[config.mk]
export PLATFORM = sky130hd
export DESIGN_NAME = i2s_tx_frame_controller
export DESIGN_NICKNAME = d
export VERILOG_FILES = /design/src/rtl/i2s_pkg.sv /design/src/rtl/i2s_slot_serializer.sv /design/src/rtl/i2s_tx_frame_controller.sv
export SDC_FILE = /design/constraint.sdc
export NUM_CORES = 1
export LEC_CHECK = 0
export ABC_AREA = 1
export CORE_ASPECT_RATIO = 2
export CORE_MARGIN = 2
export CORE_UTILIZATION = 50
export DETAILED_ROUTE_END_ITERATION = 8
export PLACE_DENSITY_LB_ADDON = 0.08
export SKIP_LAST_GASP = 1
export SLEW_MARGIN = 20
export SYNTH_ARGS = -nofsm -noshare
export SYNTH_HDL_FRONTEND = slang
export SYNTH_SLANG_ARGS = --single-unit
export TNS_END_PERCENT = 50
[constraint.sdc]
create_clock -name serial_clk -period 5.3 [get_ports serial_clk]
set_input_delay 1.59 -clock serial_clk [delete_from_list [all_inputs] [get_ports serial_clk]]
set_output_delay 1.59 -clock serial_clk [all_outputs]
set_load 0.02 [all_outputs]
[src/rtl/i2s_pkg.sv]
// rtl/i2s_pkg.sv - shared types and default sizes for the I2S transmit frame controller
// Provides the default sample/slot widths, the controller state enum and the
// stereo sample pair type used at the source interfaces.
package i2s_pkg;

    localparam int SAMPLE_W_DEF = 24;
    localparam int SLOT_W_DEF   = 32;

    typedef enum logic [1:0] {
        IDLE     = 2'd0,
        RUN      = 2'd1,
        STOPPING = 2'd2
    } tx_state_t;

    typedef struct packed {
        logic signed [SAMPLE_W_DEF-1:0] left;
        logic signed [SAMPLE_W_DEF-1:0] right;
    } stereo_pair_t;

endpackage

[src/rtl/i2s_slot_serializer.sv]
// rtl/i2s_slot_serializer.sv - combinational frame-position to WS/serial-bit mapping
// Ports:
//   bit_counter  in   position in the frame, 0..2*SLOT_W-1
//   left, right  in   active sample pair
//   sound_bit    out  serial data bit for this position, MSB first
//   word_select  out  I2S WS, leading the data by one bit
module i2s_slot_serializer #(
    parameter int SAMPLE_W = 24,
    parameter int SLOT_W   = 32,
    parameter int CNT_W    = 6
) (
    input  logic [CNT_W-1:0]    bit_counter,
    input  logic [SAMPLE_W-1:0] left,
    input  logic [SAMPLE_W-1:0] right,
    output logic                sound_bit,
    output logic                word_select
);

    localparam int FRAME = 2 * SLOT_W;

    int                  c;
    int                  p;
    int                  k;
    logic [SAMPLE_W-1:0] word;
    logic [SAMPLE_W-1:0] mask;

    always_comb begin
        c = int'(bit_counter);
        // Data runs one bit behind WS, so position c carries bit p = c-1
        // (mod frame); c=0 therefore still shows the previous right LSB slot.
        p = (c == 0) ? FRAME - 1 : c - 1;
        word = (p >= SLOT_W) ? right : left;
        k = (p >= SLOT_W) ? p - SLOT_W : p;
        mask = '0;
        if (k < SAMPLE_W) begin
            mask = SAMPLE_W'(1) << (SAMPLE_W - 1 - k);
        end
        sound_bit   = |(word & mask);
        word_select = (c >= SLOT_W - 1) && (c <= FRAME - 2);
    end

endmodule

[src/rtl/i2s_tx_frame_controller.sv]
// rtl/i2s_tx_frame_controller.sv - I2S transmit frame sequencer with dual-source sample fetch
// Ports:
//   serial_clk, reset         bit clock; asynchronous active-high reset
//   enable                    run request; a stop always completes the current frame
//   src_sel                   source choice, latched at each frame start
//   srcN_valid/ready/left/right  per-source sample pair handshake
//   word_select, sound_bit_out   I2S WS and serial data
//   bit_counter, frame_start  frame position and frame-start pulse
//   underflow, underflow_count   failed-fetch pulse and saturating count
//   busy                      frame sequencing active
module i2s_tx_frame_controller
    import i2s_pkg::*;
#(
    parameter int SAMPLE_W = SAMPLE_W_DEF,
    parameter int SLOT_W   = SLOT_W_DEF,
    parameter int CNT_W    = $clog2(2 * SLOT_W)
) (
    input  logic                       serial_clk,
    input  logic                       reset,
    input  logic                       enable,
    input  logic                       src_sel,
    input  logic                       src0_valid,
    output logic                       src0_ready,
    input  logic signed [SAMPLE_W-1:0] src0_left,
    input  logic signed [SAMPLE_W-1:0] src0_right,
    input  logic                       src1_valid,
    output logic                       src1_ready,
    input  logic signed [SAMPLE_W-1:0] src1_left,
    input  logic signed [SAMPLE_W-1:0] src1_right,
    output logic                       word_select,
    output logic                       sound_bit_out,
    output logic [CNT_W-1:0]           bit_counter,
    output logic                       frame_start,
    output logic                       underflow,
    output logic [7:0]                 underflow_count,
    output logic                       busy
);

    localparam logic [CNT_W-1:0] LAST_C  = CNT_W'(2 * SLOT_W - 1);
    localparam logic [CNT_W-1:0] FETCH_C = CNT_W'(2 * SLOT_W - 2);

    tx_state_t           state;
    tx_state_t           state_next;
    logic [CNT_W-1:0]    cnt;
    logic [CNT_W-1:0]    cnt_next;
    logic [CNT_W-1:0]    cnt_inc;
    logic                sel_q;
    logic [SAMPLE_W-1:0] pend_left;
    logic [SAMPLE_W-1:0] pend_right;
    logic [SAMPLE_W-1:0] act_left;
    logic [SAMPLE_W-1:0] act_right;
    logic                fetch;
    logic                fetch_valid;
    logic                ser_bit;
    logic                ser_ws;

    assign cnt_inc = (cnt == LAST_C) ? '0 : cnt + 1'b1;

    always_comb begin
        state_next = state;
        cnt_next   = cnt;
        case (state)
            IDLE: begin
                cnt_next = '0;
                if (enable) begin
                    state_next = RUN;
                end
            end
            RUN: begin
                cnt_next = cnt_inc;
                if (!enable) begin
                    if (cnt == '0) begin
                        state_next = IDLE;
                        cnt_next   = '0;
                    end else if (cnt == LAST_C) begin
                        // Stop seen on the last bit: the frame is already complete.
                        state_next = IDLE;
                    end else begin
                        state_next = STOPPING;
                    end
                end
            end
            STOPPING: begin
                cnt_next = cnt_inc;
                if (enable) begin
                    state_next = RUN;
                end else if (cnt == LAST_C) begin
                    state_next = IDLE;
                end
            end
            default: begin
                state_next = IDLE;
                cnt_next   = '0;
            end
        endcase
    end

    assign fetch       = (state == RUN) && (cnt == FETCH_C);
    assign fetch_valid = sel_q ? src1_valid : src0_valid;
    assign src0_ready  = fetch & ~sel_q;
    assign src1_ready  = fetch & sel_q;
    assign underflow   = fetch & ~fetch_valid;

    always_ff @(posedge serial_clk or posedge reset) begin
        if (reset) begin
            state           <= IDLE;
            cnt             <= '0;
            sel_q           <= 1'b0;
            pend_left       <= '0;
            pend_right      <= '0;
            act_left        <= '0;
            act_right       <= '0;
            underflow_count <= 8'd0;
        end else begin
            state <= state_next;
            cnt   <= cnt_next;
            if (state_next == RUN && cnt_next == '0) begin
                sel_q <= src_sel;
            end
            if (state == IDLE) begin
                // Clearing here makes the first frame after a restart play zeros
                // instead of a pair left over from before the stop.
                pend_left  <= '0;
                pend_right <= '0;
                act_left   <= '0;
                act_right  <= '0;
            end else begin
                if (fetch) begin
                    if (fetch_valid) begin
                        pend_left  <= sel_q ? src1_left  : src0_left;
                        pend_right <= sel_q ? src1_right : src0_right;
                    end else begin
                        pend_left  <= '0;
                        pend_right <= '0;
                    end
                end
                // Swap on leaving c=0 so the previous right LSB slot stays intact.
                if (state == RUN && cnt == '0) begin
                    act_left  <= pend_left;
                    act_right <= pend_right;
                end
            end
            if (underflow && underflow_count != 8'hFF) begin
                underflow_count <= underflow_count + 8'd1;
            end
        end
    end

    i2s_slot_serializer #(
        .SAMPLE_W (SAMPLE_W),
        .SLOT_W   (SLOT_W),
        .CNT_W    (CNT_W)
    ) u_serializer (
        .bit_counter (cnt),
        .left        (act_left),
        .right       (act_right),
        .sound_bit   (ser_bit),
        .word_select (ser_ws)
    );

    assign busy          = (state != IDLE);
    assign bit_counter   = cnt;
    assign frame_start   = (state == RUN) && (cnt == '0);
    assign sound_bit_out = busy & ser_bit;
    assign word_select   = busy & ser_ws;

endmodule

Word-level counts from Yosys, hierarchy flattened
Cells that the tools add are included.
Widths: inputs -> output; s select.
{"block": "totals", "regBits": 113, "latch_bits": 0, "ramBits": 0, "rom_bits": 0, "in_bits": 102, "wordCells": 73, "memories": 0}
{"block": "classes", "n_addsub": 5, "mul": 0, "div": 0, "n_lt_le_gt_ge": 4, "eq_ne": 6, "shifts": 1, "n_mux": 28, "bitwise_logic": 8, "reduce_logical": 13}
{"operator": "$mux 24", "n": 14}
{"operator": "$mux 32", "n": 2}
{"operator": "$ge 32x7->1 const B", "n": 1}
{"operator": "$lt 32x6->1 const B", "n": 1}
{"operator": "$shl 1x32->24 const A", "n": 1}
{"operator": "$sub 32x7->32 const B", "n": 1}
{"operator": "$sub 6x32->32 const A", "n": 1}
{"operator": "$and 24x24->24", "n": 1}
{"operator": "$reduce_or 24->1", "n": 1}
{"operator": "$logic_not 6->1", "n": 3}
{"operator": "$mux 6", "n": 3}
{"operator": "$eq 6x6->1 const B", "n": 2}
{"operator": "$mux 2", "n": 6}
{"operator": "$pmux 6 s2", "n": 1}
{"operator": "$add 8x1->8 const B", "n": 1}
{"operator": "$ne 8x8->1 const B", "n": 1}
{"operator": "$sub 6x1->7 const B", "n": 1}
{"operator": "$add 6x1->6 const B", "n": 1}
{"operator": "$ge 6x5->1 const B", "n": 1}
{"operator": "$le 6x6->1 const B", "n": 1}
{"operator": "$pmux 2 s3", "n": 1}
{"operator": "$reduce_bool 2->1", "n": 3}
{"operator": "$and 1x1->1", "n": 5}
{"operator": "$logic_and 1x1->1", "n": 5}
{"operator": "other kinds (5)", "n": 7}

Logic depth before layout (Yosys ltp)
{"block": "logic_depth", "ltp_word": 10, "depth_mapped": 20, "ltp_nobuf": 20}

Modules after synthesis
A second synthesis with hierarchy kept.
{"block": "unflattened", "cells_unflattened": 765, "area_unflattened_um2": 6371.1}
{"mod": "i2s_tx_frame_controller", "n_inst": 1, "cells_per_inst": 566, "area_each_um2": 5313.8, "seq_area_each_um2": 2827.7}
{"mod": "i2s_slot_serializer", "n_inst": 1, "cells_per_inst": 199, "area_each_um2": 1057.3, "seq_area_each_um2": 0.0}

Worst setup path before layout
Ideal clock, no wire load.
{"block": "synth_timing", "path_kind": "flip-flop to output port", "from": "reg cnt[0], in the netlist bit_counter[0]", "to": "out sound_bit_out", "arrival_ps": 3004, "path_slack_ps": 706, "path_stages_with_launch": 21, "path_buffers": 1, "cell_sequence": "dfrtp_1 > inv_1 > ha_1 > inv_1 > nor2_1 > nand3_4 > clkbuf_1 > ha_1 > inv_1 > or2_2 > nand2_1 > nand2_1 > nor2_4 > nand3_4 > nor2_4 > nand3_1 > o21ai_1 > inv_1 > nand3_1 > nor2_1 > nor2_1"}
{"block": "synth_via", "elab_chain_len": 10, "elab_cells_between_ends": 14, "cone_classes": "add/sub: 3; order compare: 2; shift: 1; mux: 4; bitwise: 2; reduce/logical: 2"}
{"item": "start: declaration", "line_no": "i2s_tx_frame_controller.sv:44", "source": "logic [CNT_W-1:0] cnt;"}
{"item": "start signal: assignment", "line_no": "i2s_tx_frame_controller.sv:116", "source": "cnt <= cnt_next;"}
{"item": "$sub 6x1->7 or $logic_not 6->1 (tied branches)", "line_no": "i2s_slot_serializer.sv:31", "source": "p = (c == 0) ? FRAME - 1 : c - 1;"}
{"item": "$mux 32 (*)", "line_no": "i2s_slot_serializer.sv:31"}
{"item": "$sub 32x7->32 or $ge 32x7->1 (tied branches)", "line_no": "i2s_slot_serializer.sv:33, i2s_slot_serializer.sv:32"}
{"item": "$mux 32", "line_no": "i2s_slot_serializer.sv:33", "source": "k = (p >= SLOT_W) ? p - SLOT_W : p;"}
{"item": "$sub 6x32->32", "line_no": "i2s_slot_serializer.sv:36", "source": "mask = SAMPLE_W'(1) << (SAMPLE_W - 1 - k);"}
{"item": "$shl 1x32->24", "line_no": "i2s_slot_serializer.sv:36"}
{"item": "$mux 24", "line_no": "i2s_slot_serializer.sv:35", "source": "if (k < SAMPLE_W) begin"}
{"item": "$and 24x24->24 (*)", "line_no": "i2s_slot_serializer.sv:38", "source": "sound_bit = |(word & mask);"}
{"item": "$reduce_or 24->1 (*)", "line_no": "i2s_slot_serializer.sv:38"}
{"item": "$and 1x1->1 (*)", "line_no": "i2s_tx_frame_controller.sv:164", "source": "assign sound_bit_out = busy & ser_bit;"}
{"item": "end: declaration", "line_no": "i2s_tx_frame_controller.sv:31", "source": "output logic sound_bit_out,"}
Mark *: on every way between the ends. The rest lies on a longest branch, timed or not.

Worst setup path after layout
Ends and elaborated chain as after synthesis.

==> impl_metrics.env <==
export IMPL_design_area_um2=7870
export IMPL_synth_cell_types=35
export IMPL_ys_flop_type="dfrtp_1"
export IMPL_stdcell_count=976
export IMPL_period_share_pct=96.2
export IMPL_drive_gt1_share_pct=8.90
export IMPL_cp_required_ns=3.71
export IMPL_synth_async_reset_ratio_pct=100
export IMPL_area_growth_pct=32.0
export IMPL_drtIter0Drc=348
export IMPL_io_pins=123
export IMPL_drv_slew=0
export IMPL_dp_cells=944
export IMPL_cts_made_buffers=17
export IMPL_vias_per_cell=5.44
export IMPL_final_hold_viol_count=0
export IMPL_post_dp_cell_area_um2=7260
export IMPL_fin_nets=931
export IMPL_die_w_um=81.2
export IMPL_yosysWarningCount=0
export IMPL_synth_area_top_cells="dfrtp_1 47%, inv_1 8.1%, nor2_1 8.0%"
export IMPL_start_util_pct=51.0
export IMPL_fin_hold_ws_ns=0.501
export IMPL_htreeDepth=4
export IMPL_grt_pass1_vias=5603
export IMPL_clockBufferDepth=2
export IMPL_detail_route_antenna_nets=0
export IMPL_seq_area_frac_synth_pct=47.4
export IMPL_p_total_mw=3.02
export IMPL_path_class="reg2out"
export IMPL_cp_arrival_ns=3.51
export IMPL_tns_ns=0
export IMPL_worst_pin_slew_ns=0.989
export IMPL_setup_worst_path_end_class="output pin"
export IMPL_max_freq_mhz=196
export IMPL_drt_wl_total_mm=15.8
export IMPL_hpwl_mm=11.0
export IMPL_cap_violations=0
export IMPL_post_route_util_pct=67.3
export IMPL_setup_viol=0
export IMPL_gp_congestion=0.898
export IMPL_cts_tree="yes"
export IMPL_grt_max_degree=96
export IMPL_yosysTopAreaCellShare_pct=47.4
export IMPL_hold_class="reg2reg"
export IMPL_yosysTopAreaCell="dfrtp_1"
export IMPL_p_per_area_nw_per_um2=384
export IMPL_period_minus_slack_ns=5.10
export IMPL_die_height_um=158
export IMPL_avgSynthCellArea_um2=8.40
export IMPL_n_antenna_cell=0
export IMPL_num_rows=56
export IMPL_ir_drop_mv=0.308
export IMPL_core_um2=11700
export IMPL_synthesis_area_um2=5970
export IMPL_io_buffers=122
export IMPL_synth_seq_cells=113
export IMPL_p_leak_nw=3.45
export IMPL_antenna_found_initial=0
export IMPL_dp_slack_ns=0.215
export IMPL_clkSinkCount=113
export IMPL_start_kind="flop"
export IMPL_drtPass1Iterations=5
export IMPL_ff2ff_setup_slack_ns=2.94
export IMPL_clock_skew_ns=0.00973
export IMPL_mostFrequentLayoutCells="127 x inv_1, 127 x nor2_1, 121 x clkdlybuf4s50_1"
export IMPL_slew_headroom_pct=33.8
export IMPL_num_vias=5306
export IMPL_finalWorstSetupSlack_ns=0.199
export IMPL_overflow=0
export IMPL_cp_max_fo=7
export IMPL_status="finished, final reports clean"
export IMPL_rsz0062_at_grt="false"
export IMPL_drc_errors=0
export IMPL_syn_nets=823
export IMPL_insertion_delay_ns=0.41
export IMPL_die_area_um2=12900
export IMPL_grt_pass1_wl_mm=26.1
export IMPL_synth_edff_count=0
export IMPL_clk_pin_slew_ns=0.06
export IMPL_grtUsageTotal_pct=26.2
export IMPL_root_buffer="clkbuf_16"
export IMPL_synthCells=710
export IMPL_wl_per_cell_um=16.2
## Yosys cell counts, types with 2 or more instances
library cell  instances
nor2_1              127
nor3_1                3
nand3_4               5
nor2_4                7
o21ai_2               2
nand3_2               4
nand4_1              13
buf_2                10
inv_2                 3
nand3_1              28
nand2_2               2
buf_6                 4
a21oi_1               5
o22ai_1              49
o21ai_1              15
nand2_1              80
o32ai_1              48
clkbuf_1             26
inv_1               128
o21ai_0               6
ha_1                 11
xor2_1                6
xnor2_1               4
dfrtp_1             113
## critical path, cell delays in order (launching register included)
cell      delay, ns
dfrtp_1        0.43
inv_1          0.14
ha_1           0.28
nand3_4        0.15
nand3_1        0.16
nand2_1        0.10
ha_1           0.14
inv_1          0.05
or2_2          0.27
nand2_1        0.07
nand2_1        0.09
nor2_4         0.15
nand3_4        0.11
nor2_4         0.16
nand3_1        0.11
nand2_1        0.10
nor2_1         0.05
a21oi_1        0.17
nor2_1         0.06
nor2_1         0.12
clkbuf_2       0.19
## cells by family after synthesis
group | share of synthesized area (%)
XOR/XNOR | 1.47
buffers and inverters | 11.5
AND/OR/NAND/NOR | 22.1
multiplexers | 0.168
adder cells (fa/ha/maj) | 2.31
flip-flops | 47.4
AO/OA/AOI/OAI | 15.0
## report_power, final
part | leakage, nW | switching [mW] | internal (mW)
registers | 1.57 | 0.0330 | 0.877
logic | 1.58 | 0.640 | 0.285
clock network | 0.294 | 0.430 | 0.758
total | 3.45 | 1.10 | 1.92
## area by class of cell
| cell class | instances | area (um^2) |
|---|---|---|
| clock buffers | 18 | 439 |
| clock inverters | 14 | 179 |
| fillers | 977 | 3830 |
| repair buffers | 129 | 1280 |
| inverters | 132 | 498 |
| flip-flops and latches | 113 | 2830 |
| well taps | 145 | 181 |
| multi-input cells | 425 | 2470 |
## timing repair
item	in CTS	in global routing
gates cloned	0	0
endpoints found under the setup margin	1	1
resized for setup	1	3
setup buffers	0	0
hold buffers	0	0
## path summary, 6_finish.rpt
path	from	to	cells after the start
max	bit_counter[0]	sound_bit_out	20
min reg2reg	underflow_count[7]	underflow_count[7]	1
min in group asynchronous	reset	pend_left[2]	2
max reg2reg	bit_counter[0]	sel_q	13
max in group asynchronous	reset	act_right[11]	3
min	underflow_count[7]	underflow_count[7]	1
## routing by layer
| metal | vias up | GRT usage, % | share of wire [%] |
|---|---|---|---|
| met3 | 40 | 3.85 | 3.6 |
| li1 | 2551 | - | - |
| met2 | 155 | 47.3 | 54 |
| met5 | - | 0 | 0 |
| met4 | 0 | 11.6 | 3.4 |
| met1 | 2560 | 29.9 | 39 |
## registers in the layout, indices dropped and copies added (netlist names)
register / cells
underflow_count: 8
sel_q: 1
pend_right: 24
act_right: 24
pend_left: 24
state: 2
bit_counter: 6
act_left: 24
No activity file was read; power rests on OpenSTA's default activity.
